## src/rtl/cnn_layer_accel_job_dispatch.sv

```systemverilog
// Queues layer-job descriptors and issues them to C_NUM_QUADS quads over the start/complete handshake.
// Optional per-quad watchdog is enabled by defining CNL_JOB_DISPATCH_TIMEOUT_EN.
module cnn_layer_accel_job_dispatch #(
  parameter int unsigned C_NUM_QUADS       = 4,
  parameter int unsigned C_JOB_FIFO_DEPTH  = 8,
  parameter int unsigned C_JOB_PARAM_WIDTH = 128,
  parameter int unsigned C_TIMEOUT_CYCLES  = 65536,
  localparam int unsigned QW = (C_NUM_QUADS > 1) ? $clog2(C_NUM_QUADS) : 1,
  localparam int unsigned OW = $clog2(C_JOB_FIFO_DEPTH + C_NUM_QUADS + 1)
) (
  input  logic                         clk_if,
  input  logic                         rst,
  input  logic                         job_in_valid,
  output logic                         job_in_ready,
  input  logic [C_JOB_PARAM_WIDTH-1:0] job_in_params,
  input  logic                         job_in_any,
  input  logic [QW-1:0]                job_in_quad_id,
  output logic [C_NUM_QUADS-1:0]       job_start,
  input  logic [C_NUM_QUADS-1:0]       job_accept,
  output logic [C_JOB_PARAM_WIDTH-1:0] job_parameters,
  input  logic [C_NUM_QUADS-1:0]       job_complete,
  output logic [C_NUM_QUADS-1:0]       job_complete_ack,
  output logic                         done_valid,
  output logic [QW-1:0]                done_quad_id,
  output logic [OW-1:0]                outstanding
`ifdef CNL_JOB_DISPATCH_TIMEOUT_EN
  ,
  output logic [C_NUM_QUADS-1:0]       timeout_err
`endif
);

  localparam int unsigned AW = (C_JOB_FIFO_DEPTH > 1) ? $clog2(C_JOB_FIFO_DEPTH) : 1;
  localparam int unsigned CW = $clog2(C_JOB_FIFO_DEPTH + 1);

  typedef struct packed {
    logic [C_JOB_PARAM_WIDTH-1:0] params;
    logic                         any;
    logic [QW-1:0]                quad_id;
  } job_t;

  typedef enum logic [1:0] {StIdle, StStart, StBusy, StAck} state_e;

  job_t                         mem [C_JOB_FIFO_DEPTH];
  logic [AW-1:0]                wr_ptr_q, rd_ptr_q;
  logic [CW-1:0]                count_q, count_d;
  logic                         ready_q;
  state_e                       state_q [C_NUM_QUADS];
  logic [QW-1:0]                rr_ptr_q;
  logic [C_NUM_QUADS-1:0]       start_q, ack_q;
  logic [C_JOB_PARAM_WIDTH-1:0] params_q;
  logic                         done_valid_q;
  logic [QW-1:0]                done_id_q;
  logic [OW-1:0]                outstanding_q;

  job_t                         head;
  logic                         head_any, start_pending, any_found;
  logic                         dispatch, push, pop, retire;
  logic [QW-1:0]                any_idx, disp_idx, ret_idx;
  logic [C_NUM_QUADS-1:0]       hit;

`ifdef CNL_JOB_DISPATCH_TIMEOUT_EN
  localparam int unsigned TW = $clog2(C_TIMEOUT_CYCLES + 1);
  logic [TW-1:0]                tcnt_q [C_NUM_QUADS];
  logic [C_NUM_QUADS-1:0]       terr_q;
  assign timeout_err = terr_q;
`endif

  always_comb begin
    int unsigned k;
    k   = 0;
    hit = '0;
`ifdef CNL_JOB_DISPATCH_TIMEOUT_EN
    for (int unsigned q = 0; q < C_NUM_QUADS; q++) begin
      hit[q] = (tcnt_q[q] >= TW'(C_TIMEOUT_CYCLES - 1));
    end
`endif
    head = mem[rd_ptr_q];
    // Out-of-range targets fall back to any-quad placement
    head_any = head.any || (32'(head.quad_id) >= C_NUM_QUADS);

    start_pending = 1'b0;
    for (int unsigned q = 0; q < C_NUM_QUADS; q++) begin
      if (state_q[q] == StStart) start_pending = 1'b1;
    end

    any_found = 1'b0;
    any_idx   = '0;
    for (int unsigned i = 0; i < C_NUM_QUADS; i++) begin
      k = (32'(rr_ptr_q) + i) % C_NUM_QUADS;
      if (!any_found && state_q[QW'(k)] == StIdle) begin
        any_found = 1'b1;
        any_idx   = QW'(k);
      end
    end

    disp_idx = head_any ? any_idx : head.quad_id;
    dispatch = (count_q != '0) && !start_pending &&
               (head_any ? any_found : (state_q[head.quad_id] == StIdle));
    push     = job_in_valid && ready_q;
    pop      = dispatch;
    count_d  = count_q + CW'(push) - CW'(pop);

    // Lowest-index busy quad with a pending completion retires first
    retire  = 1'b0;
    ret_idx = '0;
    for (int unsigned q = 0; q < C_NUM_QUADS; q++) begin
      if (!retire && state_q[q] == StBusy && (job_complete[q] || hit[q])) begin
        retire  = 1'b1;
        ret_idx = QW'(q);
      end
    end
  end

  always_ff @(posedge clk_if) begin
    if (push) mem[wr_ptr_q] <= {job_in_params, job_in_any, job_in_quad_id};
  end

  always_ff @(posedge clk_if) begin
    if (rst) begin
      wr_ptr_q      <= '0;
      rd_ptr_q      <= '0;
      count_q       <= '0;
      ready_q       <= 1'b1;
      rr_ptr_q      <= '0;
      start_q       <= '0;
      ack_q         <= '0;
      params_q      <= '0;
      done_valid_q  <= 1'b0;
      done_id_q     <= '0;
      outstanding_q <= '0;
      for (int unsigned q = 0; q < C_NUM_QUADS; q++) begin
        state_q[q] <= StIdle;
      end
`ifdef CNL_JOB_DISPATCH_TIMEOUT_EN
      terr_q <= '0;
      for (int unsigned q = 0; q < C_NUM_QUADS; q++) begin
        tcnt_q[q] <= '0;
      end
`endif
    end else begin
      if (push) wr_ptr_q <= wr_ptr_q + AW'(1);
      if (pop)  rd_ptr_q <= rd_ptr_q + AW'(1);
      count_q       <= count_d;
      // Registered full flag: a same-cycle pop does not open a slot until next cycle
      ready_q       <= (count_d != CW'(C_JOB_FIFO_DEPTH));
      outstanding_q <= outstanding_q + OW'(push) - OW'(done_valid_q);

      if (dispatch) begin
        params_q <= head.params;
        if (head_any) begin
          rr_ptr_q <= (32'(disp_idx) + 1 == C_NUM_QUADS) ? '0 : disp_idx + QW'(1);
        end
      end

      ack_q        <= '0;
      done_valid_q <= retire;
      if (retire) done_id_q <= ret_idx;

      for (int unsigned q = 0; q < C_NUM_QUADS; q++) begin
        case (state_q[q])
          StIdle: begin
            if (dispatch && disp_idx == QW'(q)) begin
              state_q[q] <= StStart;
              start_q[q] <= 1'b1;
            end
          end
          StStart: begin
            if (job_accept[q]) begin
              state_q[q] <= StBusy;
              start_q[q] <= 1'b0;
`ifdef CNL_JOB_DISPATCH_TIMEOUT_EN
              tcnt_q[q]  <= '0;
`endif
            end
          end
          StBusy: begin
            if (retire && ret_idx == QW'(q)) begin
              state_q[q] <= StAck;
              ack_q[q]   <= 1'b1;
`ifdef CNL_JOB_DISPATCH_TIMEOUT_EN
              if (hit[q]) terr_q[q] <= 1'b1;
`endif
            end
`ifdef CNL_JOB_DISPATCH_TIMEOUT_EN
            else if (!hit[q]) begin
              tcnt_q[q] <= tcnt_q[q] + TW'(1);
            end
`endif
          end
          StAck:   state_q[q] <= StIdle;
          default: state_q[q] <= StIdle;
        endcase
      end
    end
  end

  assign job_in_ready     = ready_q;
  assign job_start        = start_q;
  assign job_parameters   = params_q;
  assign job_complete_ack = ack_q;
  assign done_valid       = done_valid_q;
  assign done_quad_id     = done_id_q;
  assign outstanding      = outstanding_q;

endmodule

```

## config.mk

```make
export PLATFORM = sky130hd
export DESIGN_NAME = cnn_layer_accel_job_dispatch
export DESIGN_NICKNAME = d
export VERILOG_FILES = /design/src/rtl/cnn_layer_accel_job_dispatch.sv
export SDC_FILE = /design/constraint.sdc
export NUM_CORES = 1
export LEC_CHECK = 0
export CAP_MARGIN = 25
export CORE_MARGIN = 2
export CORE_UTILIZATION = 65
export DETAILED_ROUTE_END_ITERATION = 10
export DONT_BUFFER_PORTS = 1
export GPL_TIMING_DRIVEN = 1
export HOLD_SLACK_MARGIN = 0.06
export PLACE_DENSITY_LB_ADDON = 0.12
export SYNTH_ARGS = -nofsm -noshare
export SYNTH_HDL_FRONTEND = slang
export SYNTH_SLANG_ARGS = --single-unit
```

## constraint.sdc

```tcl
create_clock -name clk_if -period 23.7 [get_ports clk_if]
set_input_delay 7.11 -clock clk_if [delete_from_list [all_inputs] [get_ports clk_if]]
set_output_delay 7.11 -clock clk_if [all_outputs]
set_load 0.02 [all_outputs]
```

* Word-level counts from Yosys, hierarchy flattened
Memory sizes are Yosys's and may differ from the RTL's. A register that Yosys moved wholly into a read port is not among the register bits.
Index checks and enable logic that the tools add are counted.
** Word-level totals
- Register bits after elaboration :: 156
- RAM bits :: 1056
- Input bits :: 142
- Output and inout port bits :: 144
- Logic and storage cells :: 238
- Memories kept :: 2
** Cells by class
- Add/sub/neg operators :: 11
- Equal/unequal tests :: 28
- Muxes and demuxes :: 118
- Bitwise operators :: 16
- Reductions and logical operators :: 49
** Memories
- mem :: depth 8, width 131, rd ports 1, clocked after memory_dff 1, wr ports 1, RTL line 43 : job_t mem [C_JOB_FIFO_DEPTH];
- state_q :: depth 4, width 2, rd ports 9, clocked after memory_dff 1, wr ports 4, RTL line 47 : state_e state_q [C_NUM_QUADS];
** Operators by type and width (number)
- two-way mux 1 bit :: 86
- two-way mux 2 bit :: 26
- equality test 2 bit, second input constant :: 12
- zero test 2 bit :: 11
- logical AND 1 bit :: 21
- inequality test 2 bit, second input constant :: 8
- OR 1 bit :: 16
- equality test 2 x 1 -> 1 bit, second input constant :: 6
- AND reduction 3 bit :: 4
- adder 4 x 1 -> 4 bit :: 2
- one-hot mux 1 bit (2 select lines) :: 4
- nonzero test 2 bit :: 4
- subtractor 4 x 1 -> 4 bit :: 2
- zero test 1 bit :: 7
- adder 3 x 1 -> 3 bit, second input constant :: 2
- two-way mux 3 bit :: 2
- adder 2 x 1 -> 2 bit, second input constant :: 2
- adder 2 bit, second input constant :: 2
- inequality test 4 bit, second input constant :: 1
- nonzero test 4 bit :: 1
- adder 2 x 1 -> 3 bit, second input constant :: 1
- equality test 3 bit, second input constant :: 1
- AND reduction 2 bit :: 1

* Longest topological paths before layout
Gate-level depths: netlist of the first run.
An unclocked memory read counts as a cell.
- Depth in word-level cells :: 24
- Depth in mapped cells :: 16
- Gate-level depth less buffers :: 14

* Worst setup path before layout of the first run
Ideal clock, no wire load.
- Path kind :: input-to-reg
- Start point :: in job_in_valid
- End point :: mem mem[4][0] (netlist name) (enable)
- Setup time :: 0.808 ns
- Arrival :: 17.060 ns
- Required time :: 22.892 ns
- Setup slack :: 5.832 ns
- Cell stages on the path :: 3
- Buffers on the path :: 0
- Cells stage by stage :: nand2_1 > or2_2 > nor3b_1
** On the way
- Longest elaborated chain between the ends :: 3
** RTL lines
- start, declared :: RTL line 13 : input logic job_in_valid,
- logical AND 1 bit :: RTL line 99 : push = job_in_valid && ready_q;
- two-way mux 1 bit :: RTL line 115 : if (push) mem[wr_ptr_q] <= {job_in_params, job_in_any, job_in_quad_id};
- two-way mux 1 bit (not written as such) :: RTL line 115
- end, declared :: RTL line 43
No other way between the ends.

* Final worst setup path of the first run
- Start point :: in job_in_valid
- End point :: mem mem[7][29] (netlist name) (enable)
The elaborated chain is that of the path after synthesis.

==> results of run 1 <==
-- Yosys cell counts (all sizes together), types with 2 or more instances --
cell type  instances
mux4             262
clkbuf            64
or2                7
nor2              22
ha                15
nor3               3
a211oi           131
a21o               2
o21ai             12
nand3b             3
a31oi              3
o21bai             2
mux2               3
nor2b              8
nand2             21
o22ai              2
nor3b              5
and3               2
dfxtp            161
nand3             10
inv               18
buf               75
o2111ai            3
mux2i            140
xor2               4
xnor2              2
a21oi            137
nand4              2
o21a               2
edfxtp          1056
fa                 2
o41ai              2
o31ai              6
-- flip-flops by register name, indices dropped and copies added (netlist names), named ones only --
register,count
rd_ptr_q,3
job_parameters,128
job_start,4
done_quad_id,2
done_valid,1
job_complete_ack,4
wr_ptr_q,3
outstanding,4
job_in_ready,1
rr_ptr_q,2
count_q,4
state_q,8
mem,1048
-- final cells by class --
class | count | area (um2) | area share
Inverter | 18 | 72.6 | 0.00141
Tap cell | 950 | 1190 | 0.0231
Timing Repair Buffer | 24 | 358 | 0.00697
Multi-Input combinational cell | 826 | 10800 | 0.210
Clock buffer | 160 | 3350 | 0.0652
Clock inverter | 64 | 654 | 0.0127
Sequential cell | 1217 | 34900 | 0.680
-- logic make-up after synthesis --
logic type,synth area share
simple gates,0.00947
flops,0.751
mux,0.158
fa+ha+maj,0.00490
buf+inv,0.0179
xor+xnor,0.00113
compound gates,0.0576
-- final timing paths --
check	to	slack (ns)	cells past startpoint
hold / removal	flop	0.49	2
hold reg to reg	flop	0.49	2
setup / recovery	mem[7][29]	14.89	3
setup reg to reg	job_in_ready	17.66	14
-- stage by stage --
step	cell area, um2	power, mW
floorplan	46500	3.96
global placement	47300	4.16
detailed placement	47300	4.20
CTS	51300	6.09
global route	51400	6.31
finish	51400	6.06
-- layer usage --
metal,routed length (um),track usage,vias up
li1,-,-,9142
met1,36800,0.340,11500
met2,47800,0.432,670
met3,6550,0.0617,105
met4,1670,0.0661,0
met5,0,0,-
-- worst max-delay path, cell delays in order --
cell	delay [ns]
nand3_1	0.21
nor2_4	0.86
buf_4	0.85
-- power by group --
part           total (mW)  switching [mW]  internal, mW
Sequential           2.83           0.283          2.55
Combinational        1.34           0.747         0.591
Clock                1.89           0.781          1.11
-- cell usage in the layout, fill, tap and decap left out, types with 3 or more instances in the layout --
master	n
o2111ai_1	3
clkinv_1	14
ha_1	15
xor2_1	4
a211oi_1	11
nand3_1	10
clkbuf_8	22
buf_12	11
nor2b_1	8
o31ai_1	6
clkbuf_1	19
mux2i_1	139
dfxtp_1	158
a21oi_1	107
clkinvlp_4	3
or2_2	5
a211oi_2	120
nand3b_1	3
a21oi_2	30
a31oi_1	3
o21ai_0	12
buf_4	11
inv_6	6
dfxtp_4	3
nor2_1	20
mux4_2	262
clkinv_2	26
inv_1	17
nand2_1	21
clkbuf_16	119
nor3b_2	4
edfxtp_1	1056
bufinv_16	11
==> impl_metrics.tcl, run 1 <==
set metrics [dict create \
    path_max_fanout 54 \
    grt_use_total 0.256 \
    dr.pass1.iters 8 \
    peakVddDrop_v 0.0000795 \
    cts_hold_buf 0 \
    nets 2364 \
    status "complete, no violations" \
    final_util 0.722 \
    antenna_found_initial 0 \
    cp-end-kind "flop" \
    setup.worst_path.start_class "input pin" \
    synth_flop_cell "edfxtp_1" \
    syn_avg_cell_area_um2 21.1 \
    cts_tree "built" \
    cts_made_buffers 118 \
    cp.required_ns 24.00 \
    vias_per_cell 6.58 \
    syn_nets 2359 \
    finalHoldViolations 0 \
    die_h_um 272 \
    yosysTopAreaCellShare 0.682 \
    routed_wl_mm 92.8 \
    io_buffers 0 \
    max_cap_violations 0 \
    wl_per_cell_um 28.5 \
    setup_ws_ns 14.89 \
    cts_max_level 3 \
    seq_area_frac_synth 0.751 \
    post-place-cells 3032 \
    ys_seq_elements 1217 \
    fin_crit_sh 0.372 \
    final-setup-viol-count 0 \
    post_cts_buffers 0 \
    arrival_ns 9.11 \
    ant_nets 0 \
    synth_largest_area_cell "edfxtp_1" \
    cts.path.max_buffers 3 \
    pre_cts_slack_ns 14.11 \
    layout.cells.non_filler 3259 \
    worst_hold_path_type "flop to flop" \
    clk_pin_slew_worst_paths_ns 0.06 \
    core_um2 71100 \
    power_density_nw_per_um2 118 \
    clk_latency_ns 0.70 \
    num_rows 98 \
    worstSetupPathType "input pin to flop" \
    die_w_um 272 \
    drtIter0Drc 1892 \
    hold_slack_ns 0.495 \
    synthTopCellsByArea "edfxtp_1 68%, mux4_2 13%, dfxtp_1 6.9%" \
    io_pins 286 \
    grt_pass1_vias 22200 \
    timing.fmax_mhz 114 \
    rsz0062_at_grt "no" \
    synth_area_um2 46500 \
    start_util 0.654 \
    synth.distinct_cells 57 \
    drive_above_1_share 0.281 \
    grt_max_degree 161 \
    num_antenna_cells 0 \
    root_buffer "clkbuf_16" \
    grt_first_pass_wirelength_mm 141 \
    die_area_um2 73700 \
    ys_warn_count 0 \
    final.min_clock_period_ns 8.81 \
    via_count 21400 \
    slew_headroom 0.262 \
    synth-edff-count 1056 \
    syn_to_final_growth_pct 10.5 \
    fin_setup_tns_ns 0 \
    clock_skew_ns 0.0451 \
    clkSinkCount 1217 \
    grt_overflow_total 0 \
    drc_errors 0 \
    hold_start "rd_ptr_q[1]" \
    synthCells 2200 \
    maxSlewViolCount 0 \
    nFillCells 4087 \
    async_flop_share 0 \
    cts_resized 0 \
    hpwlAfterDp_mm 47.0 \
    worst_pin_slew_ns 1.11 \
    gp_congestion 0.816 \
    leakage_nw 15.6 \
    cp-startpoint "job_in_valid" \
]
No activity file was read; power rests on OpenSTA's default activity.
==> inputs of run 2 (changes only) <==
--- a/config.mk
+++ b/config.mk
@@ -7,7 +7,7 @@
 export LEC_CHECK = 0
 export CAP_MARGIN = 25
 export CORE_MARGIN = 2
-export CORE_UTILIZATION = 65
+export CORE_UTILIZATION = 63
 export DETAILED_ROUTE_END_ITERATION = 10
 export DONT_BUFFER_PORTS = 1
 export GPL_TIMING_DRIVEN = 1
==> constraint.sdc (replaced) <==
create_clock -name clk_if -period 8.2 [get_ports clk_if]
set_input_delay 2.46 -clock clk_if [delete_from_list [all_inputs] [get_ports clk_if]]
set_output_delay 2.46 -clock clk_if [all_outputs]
set_load 0.02 [all_outputs]
==> run 2 against run 1 <==
Effect of this change:
- the flow now finishes with violations (design-rule violations)
- first-iteration DRC count rose by 0.95%
- critical path depth rose by 10
- clock skew fell by 0.027 ns
- wire length rose by 2.7%
- power rose to 2.9 times the previous value
- sequential share of layout area fell by 0.096 points
- core utilization fell by 1.8 points
- setup slack got worse by 12 ns
- critical endpoint is now job_in_ready
==> impl_metrics.tcl, run 2 (synthesis results as in run 1) <==
set metrics [dict create \
    status "finished, violations left" \
    violations "design-rule violations" \
    fin_crit_sh 0.634 \
    finalHoldViolations 0 \
    gp_congestion 0.795 \
    nFillCells 4383 \
    vias_per_cell 6.53 \
    drc_errors 15 \
    dr.pass1.iters 8 \
    maxSlewViolCount 0 \
    final_common_cell "edfxtp_1" \
    cts_made_buffers 119 \
    layout_common_cells "1056 x edfxtp_1, 262 x mux4_2, 158 x dfxtp_1" \
    nets 2372 \
    hpwlAfterDp_mm 48.0 \
    cts_resized 0 \
    cp-end-kind "flop" \
    root_buffer "clkbuf_16" \
    arrival_ns 5.74 \
    clk_pin_slew_worst_paths_ns 0.06 \
    post_cts_buffers 0 \
    critPathMaxStageDelay_ns 0.83 \
    clock_skew_ns 0.0185 \
    grt_first_pass_wirelength_mm 142 \
    via_count 21400 \
    crit_chain "mux4_2 > mux2i_1 > nand2b_1 > o22a_4 > nand2_1 > inv_6 > ha_1 > inv_1 > ha_1 > inv_1 > fa_1 > xor2_1 > nand4b_1" \
    clk_latency_ns 0.67 \
    drive_above_1_share 0.281 \
    peakVddDrop_v 0.000266 \
    largest_reg_flops 1048 \
    syn_to_final_growth_pct 10.6 \
    post-place-cells 3049 \
    worst_hold_path_type "flop to flop" \
    worstSetupPathType "flop to flop" \
    cts_max_level 3 \
    placed_area_um2 47400 \
    timing.fmax_mhz 192 \
    fin_setup_tns_ns 0 \
    io_buffers 0 \
    hold_slack_ns 0.500 \
    final.min_clock_period_ns 5.20 \
    pre_cts_slack_ns 2.91 \
    num_antenna_cells 0 \
    layout.cells.non_filler 3276 \
    cts_tree "built" \
    setup_ws_ns 3.00 \
    drtIter0Drc 1910 \
    grt_max_degree 161 \
    stdcell_area_um2 51400 \
    ant_nets 0 \
    final-setup-viol-count 0 \
    worst_pin_slew_ns 1.09 \
    routed_wl_mm 95.3 \
    grt_overflow_total 0 \
    die_h_um 276 \
    start_util 0.636 \
    power_density_nw_per_um2 342 \
    rsz0062_at_grt "no" \
    max_cap_violations 0 \
    die_area_um2 76000 \
    final_util 0.704 \
    leakage_nw 15.6 \
    setup.worst_path.start_class "flop" \
    core_um2 73100 \
    cp.required_ns 8.74 \
    path_max_fanout 66 \
    slowest_stage "inv_6" \
    clkSinkCount 1217 \
    io_pins 286 \
    grt_use_total 0.254 \
    slew_headroom 0.273 \
    cts.path.max_buffers 3 \
    hold_start "rd_ptr_q[1]" \
    num_rows 99 \
    top_register "mem" \
    wl_per_cell_um 29.1 \
    antenna_found_initial 0 \
    die_w_um 276 \
    finalPower_mw 17.6 \
    cts_hold_buf 0 \
    grt_pass1_vias 22700 \
]
## run 2: metal layers
layer / vias to the layer above / GRT usage / share of wire
met5: - / 0 / 0
met4: 0 / 0.0712 / 0.021
met3: 126 / 0.0685 / 0.084
met2: 693 / 0.430 / 0.51
met1: 11400 / 0.330 / 0.39
li1: 9160 / - / -
## run 2: worst paths after layout
path,end,slack (ns),cells past startpoint
worst max register to register,job_in_ready,3.00,13
worst min-delay path,flop,0.50,2
worst max-delay path,job_in_ready,3.00,13
worst min register to register,flop,0.50,2
## run 2: power breakdown
group / leakage [nW] / internal (mW) / switching [mW] / total, mW
clock: 1.99 / 3.27 / 2.22 / 5.49
sequential: 10.9 / 7.36 / 0.906 / 8.27
combinational: 2.68 / 1.68 / 2.14 / 3.83
## run 2: critical path, delay by kind of cell, from the launching register on
kind	cells	cell delay (ns)
buffers and inverters	3	0.94
XOR/XNOR	1	0.21
multiplexers	2	0.78
flip-flops	1	0.66
AND/OR/NAND/NOR	3	0.86
AO/OA/AOI/OAI	1	0.67
adder cells (fa/ha/maj)	3	0.94
## run 2: layout make-up
type	instances	area, um2	area share
clock buffers	165	3400	0.0662
clock inverters	60	618	0.0120
inverters	18	72.6	0.00141
multi-input cells	826	10800	0.211
flip-flops and latches	1217	34900	0.679
well taps	959	1200	0.0233
repair buffers	31	365	0.00710
